--- config.mk ---
export PLATFORM = sky130hd
export DESIGN_NAME = ip1_test_sequencer_flat
export DESIGN_NICKNAME = d
export VERILOG_FILES = /design/src/rtl/ip1_test_pkg.sv /design/src/rtl/ip1_test_sequencer_if.sv /design/src/rtl/ip1_test_pin_mux.sv /design/src/rtl/ip1_test_sequencer.sv /design/src/flat_wrapper.sv
export SDC_FILE = /design/constraint.sdc
export NUM_CORES = 1
export LEC_CHECK = 0
export ABC_AREA = 0
export BUFFER_PORTS_ARGS = -buffer_cell sky130_fd_sc_hd__buf_2
export CAP_MARGIN = 20
export CELL_PAD_IN_SITES_DETAIL_PLACEMENT = 0
export CELL_PAD_IN_SITES_GLOBAL_PLACEMENT = 1
export CORE_ASPECT_RATIO = 1.5
export CORE_UTILIZATION = 35
export DETAILED_ROUTE_END_ITERATION = 12
export HOLD_SLACK_MARGIN = 0.03
export PLACE_DENSITY = 0.93
export SLEW_MARGIN = 40
export SYNTH_ARGS = -nofsm -noshare
export SYNTH_HDL_FRONTEND = slang
export SYNTH_SLANG_ARGS = --single-unit
--- constraint.sdc ---
create_clock -name clk -period 5.5 [get_ports clk]
set_clock_uncertainty 0.1 [all_clocks]
set_input_delay 0.275 -clock clk [delete_from_list [all_inputs] [get_ports clk]]
set_output_delay 0.275 -clock clk [all_outputs]
set_load 0.01 [all_outputs]
--- src/rtl/ip1_test_pkg.sv ---
// Shared types and constants for the IP1 test sequencer: state encoding, pin bundle layout,
// and the idle pin value presented when no test owns the ASIC pins.
package ip1_test_pkg;

  localparam int NUM_TESTS      = 15;
  localparam int PINS_PER_TEST  = 7;
  localparam int TIMEOUT_W      = 24;

  localparam int PIN_CONFIG_CLK = 0;
  localparam int PIN_RESET_NOT  = 1;
  localparam int PIN_CONFIG_IN  = 2;
  localparam int PIN_CONFIG_LD  = 3;
  localparam int PIN_VIN_TRIG   = 4;
  localparam int PIN_SCAN_IN    = 5;
  localparam int PIN_SCAN_LOAD  = 6;

  // reset_not and config_load held high, everything else low.
  localparam logic [PINS_PER_TEST-1:0] IDLE_PINS = 7'h0A;

  typedef logic [NUM_TESTS-1:0] test_vec_t;

  typedef enum logic [2:0] {
    ST_IDLE   = 3'd0,
    ST_SELECT = 3'd1,
    ST_LAUNCH = 3'd2,
    ST_RUN    = 3'd3,
    ST_NEXT   = 3'd4,
    ST_DONE   = 3'd5
  } seq_state_e;

  // Index of the lowest set bit; scanning downward lets the lowest hit win.
  function automatic logic [3:0] lowest_set_idx(input test_vec_t v);
    logic [3:0] idx;
    idx = 4'd0;
    for (int i = NUM_TESTS - 1; i >= 0; i--) begin
      if (v[i]) idx = i[3:0];
    end
    return idx;
  endfunction

endpackage

--- src/rtl/ip1_test_sequencer_if.sv ---
// Control/status bundle between the AXI register block and the IP1 test sequencer.
// timeout_max exists only when IP1_TEST_SEQ_TIMEOUT_EN is defined.
interface ip1_test_sequencer_if;
  import ip1_test_pkg::*;

  logic                                    start;
  logic                                    abort;
  test_vec_t                               test_mask;
`ifdef IP1_TEST_SEQ_TIMEOUT_EN
  logic [TIMEOUT_W-1:0]                    timeout_max;
`endif
  test_vec_t                               test_status_done;
  logic [NUM_TESTS*PINS_PER_TEST-1:0]      test_pins_i;

  test_vec_t                               test_enable;
  test_vec_t                               test_enable_re;
  logic [PINS_PER_TEST-1:0]                asic_pins_o;
  logic                                    busy;
  logic                                    done;
  logic                                    aborted;
  test_vec_t                               fail_mask;
  logic [3:0]                              current_test;
  logic [2:0]                              seq_state;

  modport master (
`ifdef IP1_TEST_SEQ_TIMEOUT_EN
    output timeout_max,
`endif
    output start, abort, test_mask, test_status_done, test_pins_i,
    input  test_enable, test_enable_re, asic_pins_o, busy, done, aborted,
    input  fail_mask, current_test, seq_state
  );

  modport slave (
`ifdef IP1_TEST_SEQ_TIMEOUT_EN
    input  timeout_max,
`endif
    input  start, abort, test_mask, test_status_done, test_pins_i,
    output test_enable, test_enable_re, asic_pins_o, busy, done, aborted,
    output fail_mask, current_test, seq_state
  );

endinterface

--- src/rtl/ip1_test_pin_mux.sv ---
// Routes the pin bundle of the enabled test to the ASIC pins; idle value when no test is enabled.
module ip1_test_pin_mux
  import ip1_test_pkg::*;
(
  input  test_vec_t                           test_enable_i,
  input  logic [NUM_TESTS*PINS_PER_TEST-1:0]  test_pins_i,
  output logic [PINS_PER_TEST-1:0]            asic_pins_o
);

  // NOTE: assigning a default before the loop keeps this purely combinational (no latch).
  always_comb begin
    asic_pins_o = IDLE_PINS;
    for (int k = 0; k < NUM_TESTS; k++) begin
      if (test_enable_i[k]) asic_pins_o = test_pins_i[k*PINS_PER_TEST +: PINS_PER_TEST];
    end
  end

endmodule

--- src/rtl/ip1_test_sequencer.sv ---
// Runs the masked IP1 tests one at a time in ascending order, muxing each test's pins to the ASIC.
// Define IP1_TEST_SEQ_TIMEOUT_EN to add the per-test RUN watchdog and fail_mask reporting.
module ip1_test_sequencer
  import ip1_test_pkg::*;
(
  input  logic                 clk,
  input  logic                 reset_not,
  ip1_test_sequencer_if.slave  bus
);

  seq_state_e  state_q, state_d;
  test_vec_t   pending_q, pending_d;
  test_vec_t   enable_q, enable_d;
  test_vec_t   status_q;
  logic [3:0]  idx_q, idx_d;
  logic        launch2_q, launch2_d;
  logic        start_q;
  logic        aborted_q, aborted_d;
  logic        start_re;
  logic        done_re;
`ifdef IP1_TEST_SEQ_TIMEOUT_EN
  logic [TIMEOUT_W-1:0] cnt_q, cnt_d;
  logic [TIMEOUT_W-1:0] cnt_inc;
  test_vec_t            fail_q, fail_d;
`endif

  assign start_re = bus.start & ~start_q;
  assign done_re  = bus.test_status_done[idx_q] & ~status_q[idx_q];
`ifdef IP1_TEST_SEQ_TIMEOUT_EN
  assign cnt_inc  = cnt_q + {{(TIMEOUT_W-1){1'b0}}, 1'b1};
`endif

  // NOTE: state registers use non-blocking assignments so every flop samples pre-edge values.
  always_ff @(posedge clk or negedge reset_not) begin
    if (!reset_not) begin
      state_q   <= ST_IDLE;
      pending_q <= '0;
      enable_q  <= '0;
      status_q  <= '0;
      idx_q     <= 4'd0;
      launch2_q <= 1'b0;
      start_q   <= 1'b0;
      aborted_q <= 1'b0;
`ifdef IP1_TEST_SEQ_TIMEOUT_EN
      cnt_q     <= '0;
      fail_q    <= '0;
`endif
    end else begin
      state_q   <= state_d;
      pending_q <= pending_d;
      enable_q  <= enable_d;
      status_q  <= bus.test_status_done;
      idx_q     <= idx_d;
      launch2_q <= launch2_d;
      start_q   <= bus.start;
      aborted_q <= aborted_d;
`ifdef IP1_TEST_SEQ_TIMEOUT_EN
      cnt_q     <= cnt_d;
      fail_q    <= fail_d;
`endif
    end
  end

  always_comb begin
    state_d   = state_q;
    pending_d = pending_q;
    enable_d  = enable_q;
    idx_d     = idx_q;
    launch2_d = 1'b0;
    aborted_d = aborted_q;
`ifdef IP1_TEST_SEQ_TIMEOUT_EN
    cnt_d     = cnt_q;
    fail_d    = fail_q;
`endif

    if (bus.abort) begin
      state_d   = ST_IDLE;
      enable_d  = '0;
      pending_d = '0;
      aborted_d = 1'b1;
    end else begin
      case (state_q)
        ST_IDLE, ST_DONE: begin
          if (start_re) begin
            pending_d = bus.test_mask;
            aborted_d = 1'b0;
`ifdef IP1_TEST_SEQ_TIMEOUT_EN
            fail_d    = '0;
`endif
            state_d   = ST_SELECT;
          end
        end
        ST_SELECT: begin
          if (|pending_q) begin
            idx_d    = lowest_set_idx(pending_q);
            enable_d = test_vec_t'(1) << lowest_set_idx(pending_q);
            state_d  = ST_LAUNCH;
          end else begin
            state_d  = ST_DONE;
          end
        end
        // Two cycles: enable settles first, the start pulse follows on the second.
        ST_LAUNCH: begin
`ifdef IP1_TEST_SEQ_TIMEOUT_EN
          cnt_d = '0;
`endif
          if (!launch2_q) launch2_d = 1'b1;
          else            state_d   = ST_RUN;
        end
        ST_RUN: begin
          if (done_re) begin
            state_d = ST_NEXT;
          end
`ifdef IP1_TEST_SEQ_TIMEOUT_EN
          else if ((bus.timeout_max != '0) && (cnt_inc == bus.timeout_max)) begin
            fail_d[idx_q] = 1'b1;
            state_d       = ST_NEXT;
          end else begin
            cnt_d = cnt_inc;
          end
`endif
        end
        ST_NEXT: begin
          enable_d         = '0;
          pending_d[idx_q] = 1'b0;
          state_d          = ST_SELECT;
        end
        default: state_d = ST_IDLE;
      endcase
    end
  end

  assign bus.test_enable    = enable_q;
  assign bus.test_enable_re = (state_q == ST_LAUNCH && launch2_q) ? enable_q : '0;
  assign bus.busy           = state_q inside {ST_SELECT, ST_LAUNCH, ST_RUN, ST_NEXT};
  assign bus.done           = (state_q == ST_DONE);
  assign bus.aborted        = aborted_q;
  assign bus.current_test   = (state_q inside {ST_LAUNCH, ST_RUN, ST_NEXT}) ? idx_q + 4'd1 : 4'd0;
  assign bus.seq_state      = state_q;
`ifdef IP1_TEST_SEQ_TIMEOUT_EN
  assign bus.fail_mask      = fail_q;
`else
  assign bus.fail_mask      = '0;
`endif

  ip1_test_pin_mux u_pin_mux (
    .test_enable_i (enable_q),
    .test_pins_i   (bus.test_pins_i),
    .asic_pins_o   (bus.asic_pins_o)
  );

endmodule

--- src/flat_wrapper.sv ---
// flat-port wrapper written by rule: the top's interface ports become plain ports
module ip1_test_sequencer_flat import ip1_test_pkg::*;
  (clk, reset_not, bus_start, bus_abort, bus_test_mask, bus_test_status_done, bus_test_pins_i, bus_test_enable, bus_test_enable_re, bus_asic_pins_o, bus_busy, bus_done, bus_aborted, bus_fail_mask, bus_current_test, bus_seq_state);
  ip1_test_sequencer_if bus_i ();
  input  logic clk;
  input  logic reset_not;
  input wire logic [$bits(bus_i.start)-1:0] bus_start;
  input wire logic [$bits(bus_i.abort)-1:0] bus_abort;
  input wire logic [$bits(bus_i.test_mask)-1:0] bus_test_mask;
  input wire logic [$bits(bus_i.test_status_done)-1:0] bus_test_status_done;
  input wire logic [$bits(bus_i.test_pins_i)-1:0] bus_test_pins_i;
  output wire logic [$bits(bus_i.test_enable)-1:0] bus_test_enable;
  output wire logic [$bits(bus_i.test_enable_re)-1:0] bus_test_enable_re;
  output wire logic [$bits(bus_i.asic_pins_o)-1:0] bus_asic_pins_o;
  output wire logic [$bits(bus_i.busy)-1:0] bus_busy;
  output wire logic [$bits(bus_i.done)-1:0] bus_done;
  output wire logic [$bits(bus_i.aborted)-1:0] bus_aborted;
  output wire logic [$bits(bus_i.fail_mask)-1:0] bus_fail_mask;
  output wire logic [$bits(bus_i.current_test)-1:0] bus_current_test;
  output wire logic [$bits(bus_i.seq_state)-1:0] bus_seq_state;
  assign bus_i.start = bus_start;
  assign bus_i.abort = bus_abort;
  assign bus_i.test_mask = bus_test_mask;
  assign bus_i.test_status_done = bus_test_status_done;
  assign bus_i.test_pins_i = bus_test_pins_i;
  assign bus_test_enable = bus_i.test_enable;
  assign bus_test_enable_re = bus_i.test_enable_re;
  assign bus_asic_pins_o = bus_i.asic_pins_o;
  assign bus_busy = bus_i.busy;
  assign bus_done = bus_i.done;
  assign bus_aborted = bus_i.aborted;
  assign bus_fail_mask = bus_i.fail_mask;
  assign bus_current_test = bus_i.current_test;
  assign bus_seq_state = bus_i.seq_state;
  ip1_test_sequencer u_core (.clk(clk), .reset_not(reset_not), .bus(bus_i));
endmodule
# --- Word-level counts from Yosys, hierarchy flattened ---
# Index checks and enable logic that the tools add are counted.
word_totals:
  reg_bits: 55
  output_inout_bits: 62
  wordCells: 103
classes:
  n_addsub: 1
  magnitude_cmp: 2
  eq_ne: 9
  shifts: 1
  muxes: 59
  bitwise: 7
  n_reduce_logical: 16
ops:
  columns: ["cell", "n"]
  rows:
  - ["2-to-1 mux 7 bit", 15]
  - ["2-to-1 mux 4 bit", 19]
  - ["2-to-1 mux 15 bit", 5]
  - ["one-hot mux 15 bit (2 select lines)", 2]
  - ["AND 15 bit", 1]
  - ["2-to-1 mux 3 bit", 5]
  - ["NOT 15 bit", 1]
  - ["one-hot mux 3 bit (5 select lines)", 1]
  - ["OR reduction 15 bit", 1]
  - ["left shift 1 x 4 -> 15 bit, first input constant", 1]
  - ["!= test 3 x 2 -> 1 bit, second input constant", 4]
  - ["2-to-1 mux 1 bit", 9]
  - ["nonzero test 3 bit", 3]
  - ["binary-select mux 1 bit (select 4 bit)", 2]
  - ["equality test 3 x 2 -> 1 bit, second input constant", 2]
  - ["equality test 3 bit, second input constant", 2]
  - ["AND reduction 2 bit", 3]
  - ["AND reduction 3 bit", 2]
  - ["less-than comparator 4 x 5 -> 1 bit, second input constant", 1]
  - ["adder 4 x 1 -> 4 bit, second input constant", 1]
  - ["demux 1 bit (select 4 bit)", 1]
  - ["greater-or-equal comparator 4 x 1 -> 1 bit, second input constant", 1]
  - ["nonzero test 2 bit", 2]
  - ["nonzero test 4 bit", 1]
  - ["6 further kinds", 10]

# --- Depth between registers and ports, before layout ---
depth:
  depth_word: 22
  mapped_depth: 8
  depth_no_buf: 6

# --- Cells and area by module ---
# Synthesis repeated with hierarchy kept, for this count alone.
hier_totals:
  cells_unflattened: 477
  hier_area_um2: 4140.2
by_module_without_submodules:
  columns: ["module", "instances", "cells_each", "area_per_inst_um2", "seq_area_each_um2"]
  rows:
  - ["ip1_test_sequencer", 1, 304, 3057.9, 1376.3]
  - ["ip1_test_pin_mux", 1, 173, 1082.3, 0.0]

# --- Worst setup path before layout ---
# OpenSTA, ideal clock, no wires.
synth_timing:
  path_kind: "register to output"
  startpoint: "reg u_core.enable_q[6] (netlist: u_core.bus.test_enable[6])"
  endpoint: "out bus_asic_pins_o[1]"
  arrival_time_ps: 1857
  t_required_ps: 5125
  setup_slack_ps: 3268
  path_stages_with_launch: 9
  cell_sequence: "dfrtp_1 -> buf_6 -> or3b_1 -> buf_2 -> o211ai_2 -> a31oi_1 -> o311ai_1 -> a21oi_1 -> o31ai_2"
synth_via:
  elab_chain_cells: 9
synth_lines:
  columns: ["item", "line_no", "text"]
  rows:
  - ["start: declaration", "ip1_test_sequencer.sv:13", "test_vec_t enable_q, enable_d;"]
  - ["start signal: assignment", "ip1_test_sequencer.sv:51", "enable_q <= enable_d;"]
  - ["2-to-1 mux 7 bit (9 in a row)", "ip1_test_pin_mux.sv:14", "if (test_enable_i[k]) asic_pins_o = test_pins_i[k*PINS_PER_TEST +: PINS_PER_TEST];"]
  - ["end: declaration", "flat_wrapper.sv:14", "output wire logic [$bits(bus_i.asic_pins_o)-1:0] bus_asic_pins_o;"]
# No other way between the ends.

# --- Final worst setup path ---
layout_timing:
  startpoint: "reg u_core.enable_q[1] (netlist: u_core.bus.test_enable[1])"
  endpoint: "out bus_asic_pins_o[2]"
layout_via:
  elab_chain_cells: 14
layout_lines:
  columns: ["item", "line_no"]
  rows:
  - ["2-to-1 mux 7 bit (14 in a row)", "ip1_test_pin_mux.sv:14"]
# No other way between the ends.

==> results.toml <==
[sta]
hold_viol = 0
slew_violations = 0
tightest_slew_ps = 721
slew_headroom_pct = 51.6
min_period_ps = 2870
worst_slack_ps = 2630
fin_tns_setup_ps = 0
rsz0062_at_grt = "false"
fmax_mhz = 348
post-route-period-util_pct = 52.3
hold_ws_ps = 7.87
setup_viol_count_final = 0

[critical_path]
worstPathArrival_ps = 2500
critPathRequiredTime_ps = 5120
cp-start-kind = "flop"
crit_slowest_cell = "dfrtp_1"
crit_fanout = 13
endpoint_kind = "output port"
path_common_cell = "a221oi_1"
slowest_delay_ps = 520
crit_chain = "nor2b_1 > a221oi_1 > o311ai_1 > a221oi_1 > o21a_1 > o31ai_1 > buf_2"
critical_path_class = "flop to output port"

[clock_network]
cts_max_level = 2
clockBufferDepth = 2
clkTransAtPathRegs_ps = 70
clock_latency_ps = 290
cts_resized = 0
cts_sinks = 55
cts_tree = "done"
root_buffer = "clkbuf_16"
cts_made_buffers = 5

[floorplanning]
core_area_um2 = 10700
start_util_pct = 36.3
row_count = 46
die_h_um = 131
dieArea_um2 = 11500
pin_count = 201
die_w_um = 88.0

[logic_synthesis]
synth-async-reset-ratio_pct = 100
yosysTopAreaCell = "dfrtp_1"
synth-main-ff-cell = "dfrtp_1"
syn_inst = 478
synth-edff-count = 0
synth_seq_cells = 55
yosysSeqAreaShare_pct = 35.4
synth_area_leaders = "dfrtp_1, nand2_1, a21oi_1, a221oi_1, o21ai_0"
synth_top_area_share_pct = 35.4
postSynthAreaPerCell_um2 = 8.12
yosys_warnings = 0
synth.distinct_cells = 59
syn-cell-area_um2 = 3880

[routing]
drtPass1Iterations = 4
dr_total_vias = 4252
drt-total-wl_mm = 12.8
ant_nets = 0
drtIter0Drc = 141
drcViolationCount = 0
post_drt_wl_per_cell_um = 15.9
routed_via_density = 5.30

[pwr]
powerDensity_nw_per_um2 = 333
ir_drop_mv = 0.227
p_leak_uw = 0.00251
finalPower_uw = 1710

[cells_and_area]
layout_commonest_cell = "buf_2"
final_cell_mix = "buf_2, nand2_1, dfrtp_1"
drive_gt1_share_pct = 31.6
area_delta_synth_final_pct = 32.5
nets = 801
antenna_cells = 0

[grt]
grt_pass1_wl_mm = 19.2
overflow = 0
grt_use_total_pct = 21.5
antenna_found_initial = 0
grt_max_degree = 56
first_global_vias = 4106

[placement]
place.gp.congestion = 0.900
hpwlAfterDp_mm = 9.99
port_buffers = 185
pre_cts_slack_ps = 2930

[flow_run]
max_cap_violations = 0

[run_status]
status = "finished, final reports clean"

[min_path]
hold_path.class = "primary input to asynchronous set/reset pin"
## worst max-delay path, delay by kind of cell, from the launching register on
| kind | cells | cell delay (ps) |
|---|---|---|
| buffers and inverters | 1 | 170 |
| flip-flops | 1 | 520 |
| AO/OA/AOI/OAI | 5 | 1160 |
| AND/OR/NAND/NOR | 1 | 360 |
## layer usage
layer	GRT usage [%]	up-vias	wire (µm)
met5	0	-	0
met3	2.70	24	640
met1	22.4	1998	4850
met2	43.5	161	6960
met4	6.45	0	295
li1	-	2069	-
## area by class of cell
class / instances / area [µm²]
Fill cell: 1071 / 5560
Timing Repair Buffer: 203 / 1100
Clock buffer: 6 / 129
Inverter: 19 / 71.3
Multi-Input combinational cell: 374 / 2260
Sequential cell: 55 / 1380
Tap cell: 144 / 180
Clock inverter: 1 / 30.0
## per-stage QoR
step / instance area, µm² / instances / util, %
after detailed placement: 4820 / 779 / 45.0
after CTS: 5140 / 802 / 48.0
after floorplan: 3940 / 492 / -
after global placement: 4820 / 779 / 45.0
final: 5150 / 802 / 48.1
after global routing: 5150 / 802 / 48.1
## synth_stat cells (all sizes together), types with 3 or more instances
| master | instances |
|---|---|
| o31ai | 11 |
| o311ai | 8 |
| a21oi | 33 |
| a32o | 7 |
| a221oi | 17 |
| buf | 22 |
| nand2b | 19 |
| o21ai | 43 |
| and2 | 11 |
| o21a | 5 |
| nor3b | 6 |
| a31oi | 8 |
| nand3b | 4 |
| nor2 | 31 |
| nor2b | 17 |
| nand2 | 65 |
| dfrtp | 55 |
| a211oi | 5 |
| a21o | 3 |
| o22ai | 8 |
| nand3 | 3 |
| clkbuf | 22 |
| o211ai | 4 |
| ha | 4 |
| inv | 19 |
| nor4 | 4 |
| nor3 | 14 |
| o221ai | 5 |
## worst paths after layout
kind                       slack [ps]  cells past startpoint                       from                   endpoint
min reg2reg                       340                      1           u_core.launch2_q           u_core.launch2_q
min in group clk                   70                      3           bus_test_mask[4]        u_core.pending_q[4]
max                              2630                      7  u_core.bus.test_enable[1]         bus_asic_pins_o[2]
max reg2reg                      3330                      6        u_core.pending_q[2]  u_core.bus.test_enable[4]
max in group asynchronous        4820                      2                  reset_not  u_core.bus.test_enable[2]
min                                 8                      2                  reset_not        u_core.status_q[13]
## sequential cells by signal, indices dropped and copies added (netlist names)
| register | count |
|---|---|
| u_core.bus.aborted | 1 |
| u_core.bus.seq_state | 3 |
| u_core.bus.test_enable | 15 |
| u_core.idx_q | 4 |
| u_core.launch2_q | 1 |
| u_core.pending_q | 15 |
| u_core.start_q | 1 |
| u_core.status_q | 15 |
## cell families after synthesis
kind of cell | after synthesis | synth area share (%)
mux | 3 | 1.13
buf+inv | 63 | 7.96
other cells | 1 | 0.0966
flops | 55 | 35.4
xor+xnor | 3 | 0.677
compound gates | 164 | 28.7
simple gates | 185 | 24.7
fa+ha+maj | 4 | 1.29
## power breakdown
| part | internal (µW) | switching [µW] |
|---|---|---|
| Combinational | 331 | 441 |
| Sequential | 457 | 134 |
| Clock | 213 | 138 |
| Total | 1000 | 714 |
## what timing repair did
action	4_1_cts	5_1_grt
hold buffers	16	0
endpoints found under the hold margin	16	0
setup buffers	0	0
Note: power is estimated with default switching activity, not from simulation.
